[config.mk]
export PLATFORM = sky130hd
export DESIGN_NAME = apb_cmd_master_flat
export DESIGN_NICKNAME = d
export VERILOG_FILES = /design/src/rtl/apb_master_pkg.sv /design/src/rtl/apb_cmd_master_if.sv /design/src/rtl/apb_addr_decode.sv /design/src/rtl/apb_cmd_master.sv /design/src/flat_wrapper.sv
export SDC_FILE = /design/constraint.sdc
export NUM_CORES = 1
export LEC_CHECK = 0
export CAP_MARGIN = 30
export CORE_MARGIN = 2
export CORE_UTILIZATION = 34
export CTS_CLUSTER_DIAMETER = 40
export DETAILED_ROUTE_END_ITERATION = 8
export DONT_BUFFER_PORTS = 1
export GPL_TIMING_DRIVEN = 0
export SLEW_MARGIN = 20
export SYNTH_ARGS = -nofsm -noshare
export SYNTH_HDL_FRONTEND = slang
export SYNTH_SLANG_ARGS = --single-unit
[constraint.sdc]
create_clock -name PCLK -period 4.8 [get_ports PCLK]
set_input_delay 0.72 -clock PCLK [delete_from_list [all_inputs] [get_ports PCLK]]
set_output_delay 0.72 -clock PCLK [all_outputs]
set_load 0.005 [all_outputs]
[src/rtl/apb_master_pkg.sv]
// Shared types and defaults for the APB command master.
//   apb_mst_state_e : bus-phase state of the requester FSM
//   apb_rsp_err_e   : response error code returned on rsp_err
//   APB_SEL_LSB_DEF : default lowest address bit of the slave index field
//   APB_TIMEOUT_DEF : default ACCESS-phase wait budget before abort
//   sel_idx_width() : width of the slave index field for a given PSEL count
package apb_master_pkg;

  typedef enum logic [1:0] {
    ST_IDLE,
    ST_SETUP,
    ST_ACCESS,
    ST_RESP
  } apb_mst_state_e;

  typedef enum logic [1:0] {
    RSP_OK      = 2'd0,
    RSP_SLVERR  = 2'd1,
    RSP_DECERR  = 2'd2,
    RSP_TIMEOUT = 2'd3
  } apb_rsp_err_e;

  localparam int unsigned APB_SEL_LSB_DEF = 10;
  localparam int unsigned APB_TIMEOUT_DEF = 16;

  function automatic int unsigned sel_idx_width(input int unsigned nslv);
    return (nslv > 2) ? $clog2(nslv) : 1;
  endfunction

endpackage

[src/rtl/apb_cmd_master_if.sv]
// Command/response handshake plus APB bus bundle for apb_cmd_master.
//   cmd_*   : word command in (valid/ready)
//   rsp_*   : response out (valid/ready), rsp_err uses apb_rsp_err_e codes
//   P*      : APB requester signals; PREADY/PRDATA/PSLVERR are the muxed returns
// modport master : requester side (the apb_cmd_master instance)
// modport slave  : command source / response sink / APB completer side
interface apb_cmd_master_if #(
  parameter int unsigned AW   = 32,
  parameter int unsigned DW   = 32,
  parameter int unsigned SW   = 4,
  parameter int unsigned NSLV = 2
) ();
  logic            cmd_valid;
  logic            cmd_ready;
  logic [AW-1:0]   cmd_addr;
  logic            cmd_write;
  logic [DW-1:0]   cmd_wdata;
  logic [SW-1:0]   cmd_strb;
  logic            rsp_valid;
  logic            rsp_ready;
  logic [DW-1:0]   rsp_rdata;
  logic [1:0]      rsp_err;
  logic [AW-1:0]   PADDR;
  logic [NSLV-1:0] PSEL;
  logic            PENABLE;
  logic            PWRITE;
  logic [DW-1:0]   PWDATA;
  logic [SW-1:0]   PSTRB;
  logic [2:0]      PPROT;
  logic            PREADY;
  logic [DW-1:0]   PRDATA;
  logic            PSLVERR;

  modport master (
    input  cmd_valid, cmd_addr, cmd_write, cmd_wdata, cmd_strb, rsp_ready,
           PREADY, PRDATA, PSLVERR,
    output cmd_ready, rsp_valid, rsp_rdata, rsp_err,
           PADDR, PSEL, PENABLE, PWRITE, PWDATA, PSTRB, PPROT
  );

  modport slave (
    output cmd_valid, cmd_addr, cmd_write, cmd_wdata, cmd_strb, rsp_ready,
           PREADY, PRDATA, PSLVERR,
    input  cmd_ready, rsp_valid, rsp_rdata, rsp_err,
           PADDR, PSEL, PENABLE, PWRITE, PWDATA, PSTRB, PPROT
  );
endinterface

[src/rtl/apb_addr_decode.sv]
// Combinational slave decode from a byte address.
//   cmd_addr : byte address
//   sel      : one-hot PSEL pattern, all zero on a decode error
//   dec_err  : address bits above the index field set, or index >= NSLV
module apb_addr_decode
  import apb_master_pkg::*;
#(
  parameter int unsigned AW      = 32,
  parameter int unsigned NSLV    = 2,
  parameter int unsigned SEL_LSB = APB_SEL_LSB_DEF
) (
  input  logic [AW-1:0]   cmd_addr,
  output logic [NSLV-1:0] sel,
  output logic            dec_err
);
  localparam int unsigned IW = sel_idx_width(NSLV);
  localparam int unsigned HI = SEL_LSB + IW;

  logic [IW-1:0] idx;
  logic          hi_set;
  logic          unused_addr;

  assign idx         = cmd_addr[SEL_LSB +: IW];
  // Offset bits below the index field do not take part in the decode.
  assign unused_addr = ^cmd_addr;

  if (HI < AW) begin : g_hi
    assign hi_set = |cmd_addr[AW-1:HI];
  end else begin : g_no_hi
    assign hi_set = 1'b0;
  end

  always_comb begin
    dec_err = hi_set || (32'(idx) >= NSLV);
    sel     = '0;
    if (!dec_err) sel[idx] = 1'b1;
  end
endmodule

[src/rtl/apb_cmd_master.sv]
// APB requester: one outstanding word command at a time.
//   PCLK / PRESETn : clock, synchronous active-low reset
//   bus (master)   : cmd valid/ready in, rsp valid/ready out, APB requester
// All outputs are registered. rsp_rdata is zero for writes and all errors.
module apb_cmd_master
  import apb_master_pkg::*;
#(
  parameter int unsigned AW      = 32,
  parameter int unsigned DW      = 32,
  parameter int unsigned SW      = 4,
  parameter int unsigned NSLV    = 2,
  parameter int unsigned SEL_LSB = APB_SEL_LSB_DEF,
  parameter int unsigned TIMEOUT = APB_TIMEOUT_DEF
) (
  input  logic             PCLK,
  input  logic             PRESETn,
  apb_cmd_master_if.master bus
);
  localparam int unsigned CW = $clog2(TIMEOUT + 1);

  apb_mst_state_e  state_q, state_d;
  apb_rsp_err_e    rsp_err_q, rsp_err_d;
  logic            pend_q, pend_d;
  logic            cmd_ready_q, cmd_ready_d;
  logic            rsp_valid_q, rsp_valid_d;
  logic [DW-1:0]   rsp_rdata_q, rsp_rdata_d;
  logic [AW-1:0]   paddr_q, paddr_d;
  logic            pwrite_q, pwrite_d;
  logic [DW-1:0]   pwdata_q, pwdata_d;
  logic [SW-1:0]   pstrb_q, pstrb_d;
  logic [NSLV-1:0] psel_q, psel_d;
  logic            penable_q, penable_d;
  logic [CW-1:0]   cnt_q, cnt_d;
  logic [NSLV-1:0] dec_sel;
  logic            dec_err;

  // Decode runs on the latched address, so the cycle after accept is spent
  // in IDLE with pend_q set; this gives the 1-cycle DECERR and 3-cycle
  // zero-wait response latency while keeping every output registered.
  apb_addr_decode #(
    .AW      (AW),
    .NSLV    (NSLV),
    .SEL_LSB (SEL_LSB)
  ) u_dec (
    .cmd_addr (paddr_q),
    .sel      (dec_sel),
    .dec_err  (dec_err)
  );

  always_comb begin
    state_d     = state_q;
    pend_d      = pend_q;
    cmd_ready_d = cmd_ready_q;
    rsp_valid_d = rsp_valid_q;
    rsp_rdata_d = rsp_rdata_q;
    rsp_err_d   = rsp_err_q;
    paddr_d     = paddr_q;
    pwrite_d    = pwrite_q;
    pwdata_d    = pwdata_q;
    pstrb_d     = pstrb_q;
    psel_d      = psel_q;
    penable_d   = penable_q;
    cnt_d       = cnt_q;

    unique case (state_q)
      ST_IDLE: begin
        if (pend_q) begin
          pend_d = 1'b0;
          if (dec_err) begin
            rsp_valid_d = 1'b1;
            rsp_err_d   = RSP_DECERR;
            rsp_rdata_d = '0;
            state_d     = ST_RESP;
          end else begin
            psel_d  = dec_sel;
            state_d = ST_SETUP;
          end
        end else if (bus.cmd_valid && cmd_ready_q) begin
          cmd_ready_d = 1'b0;
          pend_d      = 1'b1;
          paddr_d     = bus.cmd_addr;
          pwrite_d    = bus.cmd_write;
          pwdata_d    = bus.cmd_wdata;
          pstrb_d     = bus.cmd_write ? bus.cmd_strb : '0;
        end else begin
          cmd_ready_d = 1'b1;
        end
      end

      ST_SETUP: begin
        penable_d = 1'b1;
        cnt_d     = '0;
        state_d   = ST_ACCESS;
      end

      ST_ACCESS: begin
        if (bus.PREADY) begin
          psel_d      = '0;
          penable_d   = 1'b0;
          rsp_valid_d = 1'b1;
          state_d     = ST_RESP;
          if (bus.PSLVERR) begin
            rsp_err_d   = RSP_SLVERR;
            rsp_rdata_d = '0;
          end else begin
            rsp_err_d   = RSP_OK;
            rsp_rdata_d = pwrite_q ? '0 : bus.PRDATA;
          end
        end else if (cnt_q == CW'(TIMEOUT - 1)) begin
          psel_d      = '0;
          penable_d   = 1'b0;
          rsp_valid_d = 1'b1;
          rsp_err_d   = RSP_TIMEOUT;
          rsp_rdata_d = '0;
          state_d     = ST_RESP;
        end else if (cnt_q != CW'(TIMEOUT)) begin
          cnt_d = cnt_q + CW'(1);
        end
      end

      ST_RESP: begin
        if (bus.rsp_ready) begin
          rsp_valid_d = 1'b0;
          cmd_ready_d = 1'b1;
          state_d     = ST_IDLE;
        end
      end

      default: state_d = ST_IDLE;
    endcase
  end

  always_ff @(posedge PCLK) begin
    if (!PRESETn) begin
      state_q     <= ST_IDLE;
      pend_q      <= 1'b0;
      cmd_ready_q <= 1'b0;
      rsp_valid_q <= 1'b0;
      rsp_rdata_q <= '0;
      rsp_err_q   <= RSP_OK;
      paddr_q     <= '0;
      pwrite_q    <= 1'b0;
      pwdata_q    <= '0;
      pstrb_q     <= '0;
      psel_q      <= '0;
      penable_q   <= 1'b0;
      cnt_q       <= '0;
    end else begin
      state_q     <= state_d;
      pend_q      <= pend_d;
      cmd_ready_q <= cmd_ready_d;
      rsp_valid_q <= rsp_valid_d;
      rsp_rdata_q <= rsp_rdata_d;
      rsp_err_q   <= rsp_err_d;
      paddr_q     <= paddr_d;
      pwrite_q    <= pwrite_d;
      pwdata_q    <= pwdata_d;
      pstrb_q     <= pstrb_d;
      psel_q      <= psel_d;
      penable_q   <= penable_d;
      cnt_q       <= cnt_d;
    end
  end

  assign bus.cmd_ready = cmd_ready_q;
  assign bus.rsp_valid = rsp_valid_q;
  assign bus.rsp_rdata = rsp_rdata_q;
  assign bus.rsp_err   = rsp_err_q;
  assign bus.PADDR     = paddr_q;
  assign bus.PSEL      = psel_q;
  assign bus.PENABLE   = penable_q;
  assign bus.PWRITE    = pwrite_q;
  assign bus.PWDATA    = pwdata_q;
  assign bus.PSTRB     = pstrb_q;
  assign bus.PPROT     = 3'b000;
endmodule
[src/flat_wrapper.sv]
// flat-port wrapper written by rule: the top's interface ports become plain ports
module apb_cmd_master_flat import apb_master_pkg::*;
#(
  parameter int unsigned AW      = 32,
  parameter int unsigned DW      = 32,
  parameter int unsigned SW      = 4,
  parameter int unsigned NSLV    = 2,
  parameter int unsigned SEL_LSB = APB_SEL_LSB_DEF,
  parameter int unsigned TIMEOUT = APB_TIMEOUT_DEF
)
  (PCLK, PRESETn, bus_cmd_valid, bus_cmd_addr, bus_cmd_write, bus_cmd_wdata, bus_cmd_strb, bus_rsp_ready, bus_PREADY, bus_PRDATA, bus_PSLVERR, bus_cmd_ready, bus_rsp_valid, bus_rsp_rdata, bus_rsp_err, bus_PADDR, bus_PSEL, bus_PENABLE, bus_PWRITE, bus_PWDATA, bus_PSTRB, bus_PPROT);
  apb_cmd_master_if #(.AW(AW), .DW(DW), .SW(SW), .NSLV(NSLV)) bus_i ();
  input  logic PCLK;
  input  logic PRESETn;
  input wire logic [$bits(bus_i.cmd_valid)-1:0] bus_cmd_valid;
  input wire logic [$bits(bus_i.cmd_addr)-1:0] bus_cmd_addr;
  input wire logic [$bits(bus_i.cmd_write)-1:0] bus_cmd_write;
  input wire logic [$bits(bus_i.cmd_wdata)-1:0] bus_cmd_wdata;
  input wire logic [$bits(bus_i.cmd_strb)-1:0] bus_cmd_strb;
  input wire logic [$bits(bus_i.rsp_ready)-1:0] bus_rsp_ready;
  input wire logic [$bits(bus_i.PREADY)-1:0] bus_PREADY;
  input wire logic [$bits(bus_i.PRDATA)-1:0] bus_PRDATA;
  input wire logic [$bits(bus_i.PSLVERR)-1:0] bus_PSLVERR;
  output wire logic [$bits(bus_i.cmd_ready)-1:0] bus_cmd_ready;
  output wire logic [$bits(bus_i.rsp_valid)-1:0] bus_rsp_valid;
  output wire logic [$bits(bus_i.rsp_rdata)-1:0] bus_rsp_rdata;
  output wire logic [$bits(bus_i.rsp_err)-1:0] bus_rsp_err;
  output wire logic [$bits(bus_i.PADDR)-1:0] bus_PADDR;
  output wire logic [$bits(bus_i.PSEL)-1:0] bus_PSEL;
  output wire logic [$bits(bus_i.PENABLE)-1:0] bus_PENABLE;
  output wire logic [$bits(bus_i.PWRITE)-1:0] bus_PWRITE;
  output wire logic [$bits(bus_i.PWDATA)-1:0] bus_PWDATA;
  output wire logic [$bits(bus_i.PSTRB)-1:0] bus_PSTRB;
  output wire logic [$bits(bus_i.PPROT)-1:0] bus_PPROT;
  assign bus_i.cmd_valid = bus_cmd_valid;
  assign bus_i.cmd_addr = bus_cmd_addr;
  assign bus_i.cmd_write = bus_cmd_write;
  assign bus_i.cmd_wdata = bus_cmd_wdata;
  assign bus_i.cmd_strb = bus_cmd_strb;
  assign bus_i.rsp_ready = bus_rsp_ready;
  assign bus_i.PREADY = bus_PREADY;
  assign bus_i.PRDATA = bus_PRDATA;
  assign bus_i.PSLVERR = bus_PSLVERR;
  assign bus_cmd_ready = bus_i.cmd_ready;
  assign bus_rsp_valid = bus_i.rsp_valid;
  assign bus_rsp_rdata = bus_i.rsp_rdata;
  assign bus_rsp_err = bus_i.rsp_err;
  assign bus_PADDR = bus_i.PADDR;
  assign bus_PSEL = bus_i.PSEL;
  assign bus_PENABLE = bus_i.PENABLE;
  assign bus_PWRITE = bus_i.PWRITE;
  assign bus_PWDATA = bus_i.PWDATA;
  assign bus_PSTRB = bus_i.PSTRB;
  assign bus_PPROT = bus_i.PPROT;
  apb_cmd_master #(.AW(AW), .DW(DW), .SW(SW), .NSLV(NSLV), .SEL_LSB(SEL_LSB), .TIMEOUT(TIMEOUT)) u_core (.PCLK(PCLK), .PRESETn(PRESETn), .bus(bus_i));
endmodule
Yosys cells after proc, flatten, opt, wreduce, memory -nomap -nowiden
Cells that the tools add are included.
{"block": "totals", "register_bits": 116, "input_bits": 107, "out_inout_bits": 111, "elab_cells": 92}
{"block": "classes", "n_addsub": 1, "order_cmp": 2, "n_eq_ne": 14, "n_mux": 45, "bitwise": 1, "n_reduce_logical": 16}
{"cell": "two-way mux 32 bit", "n": 6}
{"cell": "one-hot mux 32 bit (2 select lines)", "n": 1}
{"cell": "two-way mux 2 bit", "n": 12}
{"cell": "OR reduction 21 bit", "n": 1}
{"cell": "two-way mux 5 bit", "n": 3}
{"cell": "two-way mux 1 bit", "n": 14}
{"cell": "AND reduction 4 bit", "n": 3}
{"cell": "inequality test 2 bit (second input constant)", "n": 5}
{"cell": "one-hot mux 5 bit (2 select lines)", "n": 1}
{"cell": "AND reduction 3 bit", "n": 3}
{"cell": "one-hot mux 2 bit (2 select lines)", "n": 2}
{"cell": "one-hot mux 2 bit (4 select lines)", "n": 1}
{"cell": "inequality test 2 x 1 -> 1 bit (second input constant)", "n": 3}
{"cell": "nonzero test 2 bit", "n": 3}
{"cell": "adder 5 x 1 -> 5 bit (second input constant)", "n": 1}
{"cell": "== test 5 x 4 -> 1 bit (second input constant)", "n": 1}
{"cell": "inequality test 5 bit (second input constant)", "n": 1}
{"cell": "AND reduction 5 bit", "n": 1}
{"cell": "== test 2 bit (second input constant)", "n": 2}
{"cell": "two-way mux 4 bit", "n": 1}
{"cell": "one-hot mux 1 bit (2 select lines)", "n": 2}
{"cell": "inequality test 3 x 2 -> 1 bit (second input constant)", "n": 1}
{"cell": "one-hot mux 1 bit (3 select lines)", "n": 1}
{"cell": "nonzero test 3 bit", "n": 1}
{"cell": "other kinds (8)", "n": 9}

Logic depth before layout (Yosys ltp)
{"block": "logic_depth", "word_depth": 7, "depth_mapped": 9, "mapped_depth_nobuf": 7}

By module
From an unflattened synthesis, not the netlist that was laid out.
{"block": "unflattened", "cells_unflattened": 563, "area_unflattened_um2": 4521.8}
{"mod": "apb_cmd_master", "n_inst": 1, "cells_per_inst": 551, "area_per_inst_um2": 4446.8, "seq_area_each_um2": 2322.2}
{"mod": "apb_addr_decode", "n_inst": 1, "cells_per_inst": 12, "area_per_inst_um2": 75.1, "seq_area_each_um2": 0.0}

Least setup slack after synthesis
No wires, ideal clock.
{"block": "synth_timing", "path_type": "reg-to-reg", "start": "register u_core.cnt_q[0]", "end": "register u_core.rsp_rdata_q[10] (netlist: u_core.bus.rsp_rdata[10])", "setup_time_ns": 0.072, "arrival_time_ns": 1.933, "t_required_ns": 4.728, "path_slack_ns": 2.795, "stages_incl_launch_ff": 10, "path_buffers": 2, "period_less_slack_ns": 2.005, "path_cell_list": "dfxtp_1 -> ha_1 -> and3_1 -> ha_1 -> nor3b_4 -> or2_1 -> o21bai_1 -> buf_6 -> buf_12 -> mux2i_1"}
{"block": "synth_between", "elab_chain_cells": 3}
{"item": "start, declared", "line": "apb_cmd_master.sv:33", "rtl": "logic [CW-1:0] cnt_q, cnt_d;"}
{"item": "start signal, assigned", "line": "apb_cmd_master.sv:161", "rtl": "cnt_q <= cnt_d;"}
{"item": "== test 5 x 4 -> 1 bit", "line": "apb_cmd_master.sv:109", "rtl": "end else if (cnt_q == CW'(TIMEOUT - 1)) begin"}
{"item": "inequality test 3 x 2 -> 1 bit (no line)"}
{"item": "AND reduction 4 bit (no line)"}
{"item": "end signal, assigned", "line": "apb_cmd_master.sv:153", "rtl": "rsp_rdata_q <= rsp_rdata_d;"}
{"item": "end, declared", "line": "apb_cmd_master.sv:26", "rtl": "logic [DW-1:0] rsp_rdata_q, rsp_rdata_d;"}
No other way between the ends.
A chain may end at the register's enable or synchronous reset.

Worst setup path in the final report
{"block": "layout_timing", "start": "register u_core.cnt_q[0]", "end": "register u_core.rsp_rdata_q[17] (netlist: u_core.bus.rsp_rdata[17])"}
Same word-level chain as after synthesis.

==> run metrics <==
final global-route overflow total=0; cell internal pwr=0.00224 W; antenna-violating nets left=0; Seq pwr share=37.2%; Post-CTS Setup Repair Bufs=0; largest net degree at the start of global routing=17; layout cell share with drive strength beyond 1=9.53%; TritonCTS Buffers=17; Synth async-reset ratio=0%; net switching power=0.000955 W; Clock Tree Buf Depth=2; multiplexer share of the synthesized area=8.35%; Die X=124 um; IO Pins=218; vias in the first global route=3748; CP max-delay cell=nor3b_4; Core Rows=43; Required @ worst endpoint=5.12 ns; worst path arrival time=2.63 ns; Worst slew margin=59.6%; Setup crit end kind=register; P_leak=2.25 nW; worst hold path cell count=2; Distinct cells, synth=42; core area=14000 um^2; FF-to-FF path depth=9; cell count after synthesis=565; top-count cell post-synth=nand2_1; worst setup margin=2.49 ns; Compound-Gate Fraction of Synth Area=12.7%; Clock Latency Late Sink=0.40 ns; CTS Root Cell=clkbuf_16; die area=15400 um^2; Routed WL per cell=16.4 um; drt initial violations=168; slowest stage delay, CP=0.39 ns; PortBufs=0; Max Fclk=433 MHz; post-route setup TNS=0 ns; Worst VDD drop=265 uV; Yosys top cell by area=dfxtp_1; Yosys reg bits=116; cts hold-fix bufs=0; cell mode on critical path=ha_1; sequential area share after synthesis=47.2%; area share of the largest cell type after synthesis=47.2%; die span in y=124 um; sw frac=29.9%; endpoints failing setup=0; ANT cells=0; CTS tree=yes; hpwl dp=9900 um; post-layout total power=0.00320 W; DRC=0; EDFF count, synth=0; Least-Margin Pin Slew=0.606 ns; post-route clock skew=0.00571 ns; Hold/Removal Path Class=primary input to register; Main synth FF type=dfxtp_1; max cap viols=0; clock net sink count=116; Clk pwr share=39.9%; vias=3815; YS warnings=0; largest family of logic cells by synthesized area=simple AND/OR/NAND/NOR gates; Post-Synth XOR/XNOR Area=0.356%; H-tree depth=4; GRT Util Overall=16.5%; RePlAce Congestion=0.827; average cell area after synthesis=8.70 um^2; pre-CTS setup slack=2.50 ns; Final min period=2.31 ns; Adder-Cell Fraction of Synth Area=2.29%; top cells by count, synth=nand2_1, dfxtp_1, a21boi_0; PD cells=556 nW/um^2; fin nets=702; Reg clk slew, reported paths=0.05 ns; CP Launch Type=register; Hold Fails Final Rpt=0; Max Fanout on Critical Path=10; Final Max Tran Viols=0; area occupied by registers=2320 um^2; multi-input logic area=2330 um^2; fin crit share=48.2%; combinational power share=22.8%; Post-Syn Area=4920 um^2; First-pass DRT Iterations=4; Post-CTS Resized=0; final core occ=41.1%; unrepaired setup endpoints after global routing=false; Vias/cell=4.90; Area growth syn-to-layout=17.0%; crit path cell chain=ha_1 > and3_1 > ha_1 > nor3b_4 > or2_1 > o21bai_1 > buf_6 > buf_12 > mux2i_1; Post-Route WL=12700 um; run status=finished clean; WS Path Type=register to register; first-pass GRT wire length=20200 um; initial antenna violation count=0; Initial Util=35.2%; fill count=1408; Area contributors post-synth=dfxtp_1, nand2_1, a21boi_0; Synth Area in Simple Gates=23.4%
registers in the layout (all words and copies together) (netlist names), 2 cells and up:
register,cells
u_core.bus.PADDR,32
u_core.bus.rsp_rdata,32
u_core.bus.PSTRB,4
u_core.bus.PWDATA,32
u_core.cnt_q,5
u_core.bus.PSEL,2
u_core.state_q,2
u_core.bus.rsp_err,2
final timing paths:
check	to	from	slack [ns]
worst min register to register	u_core.bus.rsp_rdata[28]	u_core.bus.rsp_rdata[28]	0.47
worst max register to register	u_core.bus.rsp_rdata[17]	u_core.cnt_q[0]	2.49
worst max-delay path	u_core.bus.rsp_rdata[17]	u_core.cnt_q[0]	2.49
worst min-delay path	u_core.bus.rsp_rdata[6]	bus_PRDATA[6]	0.45
power groups by stage:
stage | registers, W | clock network [W] | logic [W]
final | 0.00119 | 0.00128 | 0.000729
after global routing | 0.00120 | 0.00136 | 0.000815
after global placement | 0.00121 | 0 | 0.000709
after floorplan | 0.00117 | 0 | 0.000588
after CTS | 0.00119 | 0.00131 | 0.000735
after detailed placement | 0.00121 | 0 | 0.000732
worst max-delay path: cells and delay by family (launching register included):
family          cells  cell delay (ns)
compound gates      1             0.12
fa+ha+maj           2             0.46
buf+inv             2             0.33
flops               1             0.34
mux                 1             0.22
simple gates        3             0.75
logic make-up (layout without fill, tap and decap cells):
logic type      after synthesis  after routing
compound gates               85             85
mux                          41             41
other cells                   1              3
buf+inv                      49             80
fa+ha+maj                     9              9
flops                       116            116
simple gates                262            262
xor+xnor                      2              2
per-layer routing:
metal  vias up  wire length, um  GRT usage [%]
met1      1745             4920           17.4
li1       1883                -              -
met2       175             5990           27.2
met4         0              198           6.15
met5         -                0              0
met3        12             1640           9.49
layout make-up:
type | count | share of cell area (%)
clock buffer | 22 | 8.24
multi-input combinational | 402 | 40.5
tap | 180 | 3.92
clock inverter | 9 | 2.22
buffer | 40 | 4.20
sequential | 116 | 40.4
inverter | 9 | 0.587
through the flow:
stage,instance area (um^2),hold slack [ns],instances
after floorplan,4920,0.451,567
after global placement,5150,0.466,747
after detailed placement,5150,0.469,747
after CTS,5750,0.427,778
after global routing,5750,0.435,778
final,5750,0.450,778
layout by cell type (no fill, tap or decap), types with 6 or more instances in the layout:
master and n:
dfxtp_1 116, inv_1 9, a21boi_0 60, buf_2 8, nand2_1 209, clkbuf_1 25
nor2_1 8, o21ai_0 6, clkbuf_16 17, ha_1 9, mux2i_1 41, nand3_1 9
a21boi_1 10
No activity file was read; power rests on OpenSTA's default activity.
